[config.mk]
export PLATFORM = sky130hd
export DESIGN_NAME = regdump_injector
export DESIGN_NICKNAME = d
export VERILOG_FILES = /design/src/rtl/regdump_injector_pkg.sv /design/src/rtl/regdump_injector_mux_32.sv /design/src/rtl/regdump_injector.sv
export SDC_FILE = /design/constraint.sdc
export NUM_CORES = 1
export LEC_CHECK = 0
export BUFFER_PORTS_ARGS = -buffer_cell sky130_fd_sc_hd__buf_2
export CAP_MARGIN = 20
export CORE_MARGIN = 2
export CORE_UTILIZATION = 46
export DETAILED_ROUTE_END_ITERATION = 8
export PLACE_DENSITY = 0.93
export SLEW_MARGIN = 20
export SYNTH_ARGS = -nofsm -noshare
export SYNTH_HDL_FRONTEND = slang
export SYNTH_SLANG_ARGS = --single-unit
[constraint.sdc]
create_clock -name clk -period 2.3 [get_ports clk]
set_input_delay 0.23 -clock clk [delete_from_list [all_inputs] [get_ports clk]]
set_output_delay 0.23 -clock clk [all_outputs]
set_load 0.05 [all_outputs]
[src/rtl/regdump_injector_pkg.sv]
// Shared definitions for the register-dump sequencer: FSM state encoding and
// the instruction field layout used to build the injected probe.
package regdump_injector_pkg;

  // Sequencer states, 3-bit encoding shared with the pipeline-side decoder.
  typedef enum logic [2:0] {
    ST_IDLE   = 3'd0,
    ST_INJECT = 3'd1,
    ST_SETTLE = 3'd2,
    ST_EMIT   = 3'd3,
    ST_DONE   = 3'd4
  } state_t;

  // ADDI opcode; with rt=$0 and imm=0 the probe reads rs and writes nothing.
  localparam logic [5:0] ADDI_OP = 6'b001000;

  // Opcode occupies the top OP_W bits; rs follows directly below it.
  localparam int OP_W = 6;

endpackage

[src/rtl/regdump_injector_mux_32.sv]
// 32-bit two-way select between the fetched instruction and the probe.
module mux_32 (
  input  logic        sel,
  input  logic [31:0] a,
  input  logic [31:0] b,
  output logic [31:0] y
);

  assign y = sel ? b : a;

endmodule

[src/rtl/regdump_injector.sv]
// Debug sequencer: overrides the fetch stream with ADDI $0,$idx,0 probes,
// captures each register from busA once it has settled, and streams
// {index, value} beats out over a valid/ready port.
module regdump_injector
  import regdump_injector_pkg::*;
#(
  parameter int         DATA_W        = 32,
  parameter int         NUM_REGS      = 32,
  parameter int         IDX_W         = 5,
  parameter int         SETTLE_CYCLES = 2,
  parameter logic [5:0] PROBE_OP      = ADDI_OP
) (
  input  logic              clk,
  input  logic              reset_n,
  input  logic              start,
  input  logic [IDX_W-1:0]  first_reg,
  input  logic [IDX_W-1:0]  last_reg,
  input  logic [DATA_W-1:0] inst_in,
  output logic [DATA_W-1:0] inst_out,
  output logic              override,
  input  logic [DATA_W-1:0] busA_probe,
  output logic              dump_valid,
  input  logic              dump_ready,
  output logic [IDX_W-1:0]  dump_idx,
  output logic [DATA_W-1:0] dump_data,
  output logic              busy,
  output logic              done
);

  localparam int               CNT_W   = (SETTLE_CYCLES > 1) ? $clog2(SETTLE_CYCLES) : 1;
  localparam int               NUM_MUX = DATA_W / 32;
  localparam logic [IDX_W-1:0] IDX_MAX = IDX_W'(NUM_REGS - 1);

  state_t              state_reg, state_next;
  logic [IDX_W-1:0]    idx_reg, idx_next;
  logic [IDX_W-1:0]    end_reg, end_next;
  logic [CNT_W-1:0]    cnt_reg, cnt_next;
  logic                dump_valid_reg, dump_valid_next;
  logic [IDX_W-1:0]    dump_idx_reg, dump_idx_next;
  logic [DATA_W-1:0]   dump_data_reg, dump_data_next;
  logic [DATA_W-1:0]   probe_inst;

  // State and capture registers; reset abandons any dump in progress.
  always_ff @(posedge clk) begin
    if (!reset_n) begin
      state_reg      <= ST_IDLE;
      idx_reg        <= '0;
      end_reg        <= '0;
      cnt_reg        <= '0;
      dump_valid_reg <= 1'b0;
      dump_idx_reg   <= '0;
      dump_data_reg  <= '0;
    end else begin
      state_reg      <= state_next;
      idx_reg        <= idx_next;
      end_reg        <= end_next;
      cnt_reg        <= cnt_next;
      dump_valid_reg <= dump_valid_next;
      dump_idx_reg   <= dump_idx_next;
      dump_data_reg  <= dump_data_next;
    end
  end

  // Next-state logic: inject, wait for busA to settle, emit, advance or finish.
  always_comb begin
    state_next      = state_reg;
    idx_next        = idx_reg;
    end_next        = end_reg;
    cnt_next        = cnt_reg;
    dump_valid_next = dump_valid_reg;
    dump_idx_next   = dump_idx_reg;
    dump_data_next  = dump_data_reg;
    case (state_reg)
      ST_IDLE: begin
        if (start) begin
          idx_next   = first_reg;
          end_next   = last_reg;
          state_next = ST_INJECT;
        end
      end
      ST_INJECT: begin
        cnt_next   = CNT_W'(SETTLE_CYCLES - 1);
        state_next = ST_SETTLE;
      end
      ST_SETTLE: begin
        if (cnt_reg == '0) begin
          dump_data_next  = busA_probe;
          dump_idx_next   = idx_reg;
          dump_valid_next = 1'b1;
          state_next      = ST_EMIT;
        end else begin
          cnt_next = cnt_reg - 1'b1;
        end
      end
      ST_EMIT: begin
        if (dump_valid_reg && dump_ready) begin
          dump_valid_next = 1'b0;
          if (idx_reg == end_reg) begin
            state_next = ST_DONE;
          end else begin
            // Range may wrap past the top register back to $0.
            idx_next   = (idx_reg == IDX_MAX) ? '0 : idx_reg + 1'b1;
            state_next = ST_INJECT;
          end
        end
      end
      ST_DONE: begin
        state_next = ST_IDLE;
      end
      default: begin
        state_next = ST_IDLE;
      end
    endcase
  end

  // Probe instruction: opcode, rs=idx, rt=$0, all lower bits zero.
  always_comb begin
    probe_inst                            = '0;
    probe_inst[DATA_W-1 -: OP_W]          = PROBE_OP;
    probe_inst[DATA_W-OP_W-1 -: IDX_W]    = idx_reg;
  end

  // Probe stays on the bus through EMIT so real code is not fetched mid-dump.
  assign override   = (state_reg == ST_INJECT) || (state_reg == ST_SETTLE) ||
                      (state_reg == ST_EMIT);
  assign busy       = (state_reg != ST_IDLE);
  assign done       = (state_reg == ST_DONE);
  assign dump_valid = dump_valid_reg;
  assign dump_idx   = dump_idx_reg;
  assign dump_data  = dump_data_reg;

  // One 32-bit select per word of the instruction bus.
  generate
    for (genvar gi = 0; gi < NUM_MUX; gi++) begin : g_inst_mux
      mux_32 u_mux (
        .sel (override),
        .a   (inst_in[gi*32 +: 32]),
        .b   (probe_inst[gi*32 +: 32]),
        .y   (inst_out[gi*32 +: 32])
      );
    end
  endgenerate

endmodule

==> results of run 1 <==
-- routing by layer --
metal	vias up	track usage, %	part of all wire [%]
met5	-	0	0
met4	0	6.43	2.0
met3	14	5.18	7.1
met2	106	37.9	50
met1	1125	24.9	41
li1	1278	-	-
-- final cells by class --
class / count / area (sq um) / share of cell area [%]
inverter: 4 / 15.0 / 0.454
sequential: 52 / 1040 / 31.5
timing repair buffer: 154 / 793 / 24.0
clock inverter: 1 / 7.51 / 0.227
tap: 70 / 87.6 / 2.65
multi-input combinational: 230 / 1270 / 38.5
clock buffer: 7 / 86.3 / 2.61
-- worst max-delay path: stages (launching register included) --
cell and delay (ps):
dfxtp_1 620, or2_4 370, inv_1 170, nand2_1 110
nand2_1 50, buf_2 200
-- cell usage after synthesis, types with 2 or more instances --
cell type	n	area (sq um)
dfxtp_1	52	1040
buf_2	6	30.0
ha_1	2	25.0
and2_2	2	15.0
mux2_2	2	22.5
mux2i_1	10	100
o41ai_1	2	17.5
or3_1	2	12.5
o21ai_0	5	25.0
and3_1	3	18.8
a21oi_1	40	200
xor2_1	2	17.5
xnor2_1	4	35.0
nand2_1	97	364
clkbuf_1	6	22.5
inv_1	3	11.3
nand3_1	2	10.0
and2_1	27	169
nor3_1	3	15.0
nor2_1	8	30.0
o21bai_1	2	15.0
buf_6	5	56.3
-- power breakdown --
part | internal [mW] | switching, mW | leakage [nW]
clock | 0.245 | 0.292 | 0.0445
combinational | 0.295 | 0.723 | 1.17
sequential | 0.970 | 0.0687 | 0.424
-- repair_timing --
action / in CTS / in global routing
hold endpoints to repair: 0 / 0
resized for setup: 1 / 1
hold buffers: 0 / 0
setup endpoints to repair: 5 / 5
setup buffers: 0 / 0
-- kinds of logic (layout without fill, tap and decap cells) --
group	after synthesis	in the layout	share of synthesized area (%)
compound gates	55	55	13.1
flops	52	52	42.4
mux	12	12	5.00
xor+xnor	6	6	2.14
simple gates	155	155	30.5
buf+inv	24	166	5.86
fa+ha+maj	2	2	1.02
-- metrics by stage --
step	worst slack (ps)	utilization, %	hold WS [ps]	power [mW]
finish	243	64.3	157	2.59
global route	78.5	64.3	156	2.73
CTS	76.1	64.2	146	2.61
detailed placement	279	62.4	443	2.08
global placement	391	62.4	439	2.05
floorplan	283	-	366	1.84
-- worst max path at each step --
stage | end | slack [ps] | startpoint
floorplan | inst_out[21] | 280 | state_reg[0]$_SDFFE_PN0P_
global placement | inst_out[25] | 390 | state_reg[0]$_SDFFE_PN0P_
detailed placement | inst_out[21] | 280 | state_reg[0]$_SDFFE_PN0P_
CTS | inst_out[21] | 80 | state_reg[2]$_SDFFE_PN0P_
global route | inst_out[21] | 80 | state_reg[2]$_SDFFE_PN0P_
finish | inst_out[21] | 240 | state_reg[2]$_SDFFE_PN0P_
==> flow_metrics.tcl, run 1 <==
set metrics [dict create \
    rsz0062_at_grt "false" \
    slew-limit-headroom_pct 61.6 \
    worstPathRequired_ps 2070 \
    period_needed_ps 2060 \
    start_util_pct 47.8 \
    coreArea_sq_um 5140 \
    cts_made_buffers 5 \
    setup.worst_path.class "reg2out" \
    grt_overflow 0 \
    hold_path_end "dump_data[28]$_SDFFE_PN0P_" \
    die_w_microns 77.1 \
    crit_path_end_kind "primary output" \
    first_pass_iters 4 \
    drc 0 \
    tritoncts "done" \
    syn2layout_area_growth_pct 34.6 \
    synth_edf_count 0 \
    wl_per_cell_microns 12.1 \
    ant_nets 0 \
    critical_path_peak_fanout 33 \
    final.setup.tns_ps 0 \
    async_flop_share_pct 0 \
    dieArea_sq_um 5940 \
    status "finished clean" \
    r2r-end "idx_reg[4]$_SDFFE_PN0P_" \
    r2r_setup_slack_ps 560 \
    period_share_pct 89.4 \
    grt_max_degree 34 \
    clock_skew_ps 9.72 \
    ir_worst_vdd_mv 0.397 \
    fmax_mhz 486 \
    rows 26 \
    maxSlewViolCount 0 \
    syn-cell-area_sq_um 2450 \
    clock_path_buffers 2 \
    start_kind "register" \
    hold_path_class "in2reg" \
    largest_reg_flops 32 \
    syn_inst 306 \
    antenna_found_initial 0 \
    final_common_cell "buf_2" \
    cellPowerDensity_nw_per_um2 785 \
    holdPathStages 3 \
    fill_cells 458 \
    drive_above_1_share_pct 39.1 \
    synth-seq-cells 52 \
    cts.sinks 52 \
    portBuffers 150 \
    final_cell_mix "buf_2, nand2_1, dfxtp_1" \
    vias 2523 \
    antenna_cells 0 \
    grt_use_total_pct 21.1 \
    drt_iter0_drc 78 \
    globalplace.congestion 0.807 \
    r2r-start "state_reg[2]$_SDFFE_PN0P_" \
    p_leak_nw 1.64 \
    syn_avg_cell_area_sq_um 8.02 \
    cts-root-buf "clkbuf_8" \
    post-route-cell-area_sq_um 3300 \
    clock_latency_ps 300 \
    synth_ff_type "dfxtp_1" \
    finalHoldViolCount 0 \
    grt_pass1_vias 2377 \
    via_per_inst 4.87 \
    min_from "busA_probe[28]" \
    crit_arrival_ps 1830 \
    htree_levels 2 \
    reg2regPathDepth 4 \
    seq_area_frac_synth_pct 42.4 \
    syn_nets 386 \
    io-pin-count 151 \
    dp_hpwl_microns 4870 \
    path_clk_slew_ps 90 \
    ys_types 43 \
    dp_cells 510 \
    grt_first_pass_wirelength_microns 10500 \
    drv_cap 0 \
    ys_warn_count 0 \
    placed_cell_area_sq_um 3210 \
    tightest_slew_ps 574 \
    fin_cells 518 \
    finalSetupViolCount 0 \
    finalWirelength_microns 6280 \
    dieHeight_microns 77.1 \
    final_nets 527 \
]
Power figures use the tool's default switching activity.
==> run 2, diff against run 1 <==
- clock period: 2.3 -> 2.5 ns (I/O delays scaled with it)
==> run 2 against run 1 <==
  * Worst hold slack better by 23 ps
  * Largest power group unchanged
  * Critical path depth did not move
  * Flip-flop and latch count did not move
  * Sequential share of layout area increased by 0.22 points
  * Count of clock-buffer cells in the layout fell by 1
==> flow_metrics.tcl, run 2 (synthesized netlist as in run 1, its figures left out) <==
set metrics [dict create \
    status "finished clean" \
    r2r-end "dump_data[3]$_SDFFE_PN0P_" \
    use_met1_pct 25.6 \
    hold_path_end "dump_data[19]$_SDFFE_PN0P_" \
    drive_above_1_share_pct 39.4 \
    post_cts.repair.setup_buffers 0 \
    io-pin-count 151 \
    dp_hpwl_microns 4770 \
    dp_slack_ps 443 \
    use_met3_pct 4.82 \
    fill_cells 455 \
    start_kind "register" \
    hold_buffers 0 \
    final_common_cell "buf_2" \
    dieHeight_microns 77.1 \
    maxSlewViolCount 0 \
    path_clk_slew_ps 100 \
    grt_busiest_layer "met2" \
    hold_path_class "in2reg" \
    grt_use_total_pct 20.5 \
    cellPowerDensity_nw_per_um2 724 \
    crit_family "simple AND/OR/NAND/NOR gates" \
    wl_per_cell_microns 12.1 \
    clock_path_buffers 2 \
    tightest_slew_ps 543 \
    cts-root-buf "clkbuf_8" \
    largest_reg_flops 32 \
    grt_pass1_vias 2292 \
    vias 2491 \
    clock_skew_ps 6.73 \
    cp_cell_sequence "or2_2 > inv_1 > nand2_1 > nand2_1 > buf_2" \
    r2r_setup_slack_ps 700 \
    slew-limit-headroom_pct 63.7 \
    coreArea_sq_um 5140 \
    cp_slowest_stage_delay_ps 620 \
    critPathBufInv 2 \
    final_nets 526 \
    cts.sinks 52 \
    tritoncts "done" \
    setup.worst_path.class "reg2out" \
    via_per_inst 4.82 \
    globalplace.congestion 0.826 \
    utilization_pct 63.9 \
    totalPowerFinal_mw 2.38 \
    start_util_pct 47.8 \
    rows 26 \
    drc 0 \
    antenna_found_initial 0 \
    first_pass_iters 5 \
    cpMaxStageDelayCell "dfxtp_1" \
    period_needed_ps 2250 \
    fmax_mhz 444 \
    use_met2_pct 35.9 \
    cts_made_buffers 5 \
    worst_path_most_repeated_cell "nand2_1" \
    crit_arrival_ps 2000 \
    die_w_microns 77.1 \
    rsz0062_at_grt "false" \
    grt_max_degree 35 \
    min_from "busA_probe[19]" \
    drt_iter0_drc 118 \
    period_share_pct 90.1 \
    crit_path_end_kind "primary output" \
    worstPathRequired_ps 2250 \
    critical_path_peak_fanout 33 \
    syn2layout_area_growth_pct 33.8 \
    reg2regPathDepth 5 \
    portBuffers 150 \
    dieArea_sq_um 5940 \
    final_cell_mix "buf_2, nand2_1, dfxtp_1" \
    grt_first_pass_wirelength_microns 10100 \
    antenna_cells 0 \
    clock_latency_ps 300 \
    final.setup.tns_ps 0 \
    finalWirelength_microns 6240 \
    r2r-start "state_reg[2]$_SDFFE_PN0P_" \
    ir_worst_vdd_mv 0.433 \
    holdPathStages 3 \
    finalHoldViolCount 0 \
    fin_ws_ps 248 \
    p_leak_nw 1.63 \
    grt_overflow 0 \
    finalSetupViolCount 0 \
    htree_levels 2 \
    drv_cap 0 \
    ant_nets 0 \
]
-- run 2: through the flow --
| step | hold WS [ps] | instances | cell area [sq um] |
|---|---|---|---|
| floorplan | 386 | 306 | 2450 |
| global placement | 439 | 509 | 3190 |
| detailed placement | 444 | 509 | 3190 |
| CTS | 166 | 517 | 3280 |
| global route | 162 | 517 | 3290 |
| finish | 180 | 517 | 3290 |
-- run 2: power by group --
| part | switching, mW | internal [mW] | leakage (nW) |
|---|---|---|---|
| Clock | 0.270 | 0.227 | 0.0516 |
| Sequential | 0.0675 | 0.893 | 0.424 |
| Combinational | 0.658 | 0.262 | 1.16 |
-- run 2: worst max path at each step --
stage | from | end | slack, ps | cells past startpoint
floorplan | state_reg[0]$_SDFFE_PN0P_ | inst_out[21] | 460 | 6
global placement | state_reg[0]$_SDFFE_PN0P_ | inst_out[25] | 570 | 6
detailed placement | state_reg[0]$_SDFFE_PN0P_ | inst_out[24] | 440 | 6
CTS | state_reg[0]$_SDFFE_PN0P_ | inst_out[24] | 100 | 6
global route | state_reg[2]$_SDFFE_PN0P_ | inst_out[24] | 60 | 5
finish | state_reg[2]$_SDFFE_PN0P_ | inst_out[24] | 250 | 5
-- run 2: timing repair --
item,4_1_cts,5_1_grt
endpoints found under the setup margin,0,5
endpoints found under the hold margin,0,0
resized for setup,0,2
-- run 2: routing by layer --
| metal | part of all wire (%) | wire (microns) |
|---|---|---|
| met5 | 0 | 0 |
| met4 | 1.1 | 69 |
| met3 | 8.3 | 516 |
| met2 | 48 | 3030 |
| met1 | 42 | 2630 |
-- run 2: final cells by class --
type	instances	area (sq um)	area share, %
multi-input cells	230	1270	38.7
flip-flops and latches	52	1040	31.8
repair buffers	153	773	23.5
well taps	70	87.6	2.67
clock buffers	6	82.6	2.51
inverters	4	15.0	0.457
clock inverters	2	13.8	0.419
-- run 2: tightest hold or removal path, cell delays in order --
cell	delay [ps]
buf_2	90
nand2_1	40
a21oi_1	50
==> run 3, diff against run 2 <==
==> constraint.sdc (replaced) <==
create_clock -name clk -period 2.5 [get_ports clk]
set_input_delay 0.5 -clock clk [delete_from_list [all_inputs] [get_ports clk]]
set_output_delay 0.5 -clock clk [all_outputs]
set_load 0.05 [all_outputs]
==> run 3 against run 2 <==
  * Critical path depth is the same
  * Die area did not move
  * Clock skew decreased by 2.6 ps
  * Flip-flop and latch count did not move
  * Combinational power is 0.9% higher
  * Final area grew 0.46%
  * Sequential power decreased by 0.9%
  * Largest cell class unchanged
  * Highest routed layer unchanged
==> flow_metrics.tcl, run 3 (synthesized netlist as in run 1, its figures left out) <==
set metrics [dict create \
    grt_use_total_pct 19.7 \
    clock_latency_ps 290 \
    critPathBufInv 2 \
    post_cts.repair.setup_buffers 0 \
    final_nets 528 \
    antenna_cells 0 \
    grt_first_pass_wirelength_microns 9880 \
    setup.worst_path.class "reg2out" \
    crit_family "simple AND/OR/NAND/NOR gates" \
    cts_resized 0 \
    path_clk_slew_ps 80 \
    cts.sinks 52 \
    ir_worst_vdd_mv 0.422 \
    drc 0 \
    drt_iter0_drc 79 \
    wl_per_cell_microns 11.6 \
    worstPathRequired_ps 2000 \
    dieHeight_microns 77.1 \
    cts-root-buf "clkbuf_8" \
    dp_cells 511 \
    largest_reg_flops 32 \
    dieArea_sq_um 5940 \
    met3_length_microns 462 \
    finalWirelength_microns 5990 \
    via_per_inst 4.84 \
    final.setup.tns_ps 0 \
    die_w_microns 77.1 \
    drive_above_1_share_pct 38.9 \
    hold_buffers 0 \
    cts_made_buffers 5 \
    period_share_pct 94.2 \
    globalplace.congestion 0.795 \
    rows 26 \
    cpMaxStageDelayCell "dfxtp_1" \
    slew-limit-headroom_pct 64.1 \
    htree_levels 2 \
    cp_slowest_stage_delay_ps 570 \
    wl_met2_microns 2970 \
    p_leak_nw 1.64 \
    fmax_mhz 425 \
    finalHoldWorstSlack_ps 438 \
    start_kind "register" \
    antenna_found_initial 0 \
    period_needed_ps 2360 \
    coreArea_sq_um 5140 \
    wl_met1_microns 2530 \
    syn2layout_area_growth_pct 34.5 \
    tightest_slew_ps 537 \
    io-pin-count 151 \
    cellPowerDensity_nw_per_um2 730 \
    totalPowerFinal_mw 2.41 \
    fin_cells 517 \
    crit_path_end_kind "primary output" \
    crit_arrival_ps 1860 \
    maxSlewViolCount 0 \
    cp_cell_sequence "nor2_1 > or2_2 > buf_4 > and2_1 > buf_2" \
    dp_hpwl_microns 4670 \
    critical_path_peak_fanout 32 \
    start_util_pct 47.8 \
    clock_skew_ps 4.09 \
    grt_pass1_vias 2294 \
    hold_path_class "in2reg" \
    vias 2500 \
    grt_overflow 0 \
    tritoncts "done" \
    finalSetupViolCount 0 \
    portBuffers 150 \
    grt_max_degree 35 \
    clock_path_buffers 2 \
    finalHoldViolCount 0 \
    first_pass_iters 5 \
    rsz0062_at_grt "false" \
    final_cell_mix "buf_2, nand2_1, dfxtp_1" \
    status "finished clean" \
    routed.top_layer "met4" \
    final_common_cell "buf_2" \
    drv_cap 0 \
    ant_nets 0 \
]
==> run 3: changes by cell type in the layout (fill, tap and decap cells not counted) <==
cell	delta
buf_4	+2
bufinv_16	+1
clkinv_2	-1
clkbuf_8	-1
inv_6	-1
dfxtp_2	-2
dfxtp_1	+2
==> run 3: stage by stage <==
| step | setup slack, ps | area (sq um) | util, % |
|---|---|---|---|
| final | 144 | 3300 | 64.2 |
| after global routing | 39.5 | 3300 | 64.2 |
| after CTS | 128 | 3300 | 64.2 |
| after detailed placement | 462 | 3200 | 62.3 |
| after global placement | 519 | 3200 | 62.3 |
| after floorplan | 213 | 2450 | - |
==> run 3: worst paths after layout <==
kind / startpoint / to / slack, ps / cells after the start
setup reg to reg: state_reg[2]$_SDFFE_PN0P_ / dump_data[5]$_SDFFE_PN0P_ / 790 / 5
setup / recovery: state_reg[1]$_SDFFE_PN0P_ / inst_out[9] / 140 / 5
hold / removal: busA_probe[1] / dump_data[1]$_SDFFE_PN0P_ / 440 / 3
hold reg to reg: dump_data[9]$_SDFFE_PN0P_ / dump_data[9]$_SDFFE_PN0P_ / 450 / 2
==> run 3: layout make-up <==
class | count | area (sq um)
clock inverters | 1 | 30.0
fillers | 449 | 1840
flip-flops and latches | 52 | 1040
repair buffers | 155 | 788
inverters | 4 | 15.0
clock buffers | 5 | 68.8
multi-input cells | 230 | 1270
well taps | 70 | 87.6
==> run 3: where the power goes <==
| part | internal, mW | leakage [nW] | switching (mW) |
|---|---|---|---|
| clock network | 0.287 | 0.0501 | 0.240 |
| registers | 0.892 | 0.423 | 0.0601 |
| logic | 0.269 | 1.17 | 0.661 |
| total | 1.45 | 1.64 | 0.961 |
==> run 3: worst min-delay path: stages <==
cell and delay (ps):
buf_2 90, nand2_1 40, a21oi_1 50
==> run 3: metal layers <==
| metal | vias up | global-route usage (%) |
|---|---|---|
| met5 | - | 0 |
| met1 | 1128 | 22.9 |
| met4 | 0 | 4.11 |
| met3 | 4 | 5.18 |
| li1 | 1275 | - |
| met2 | 93 | 36.3 |
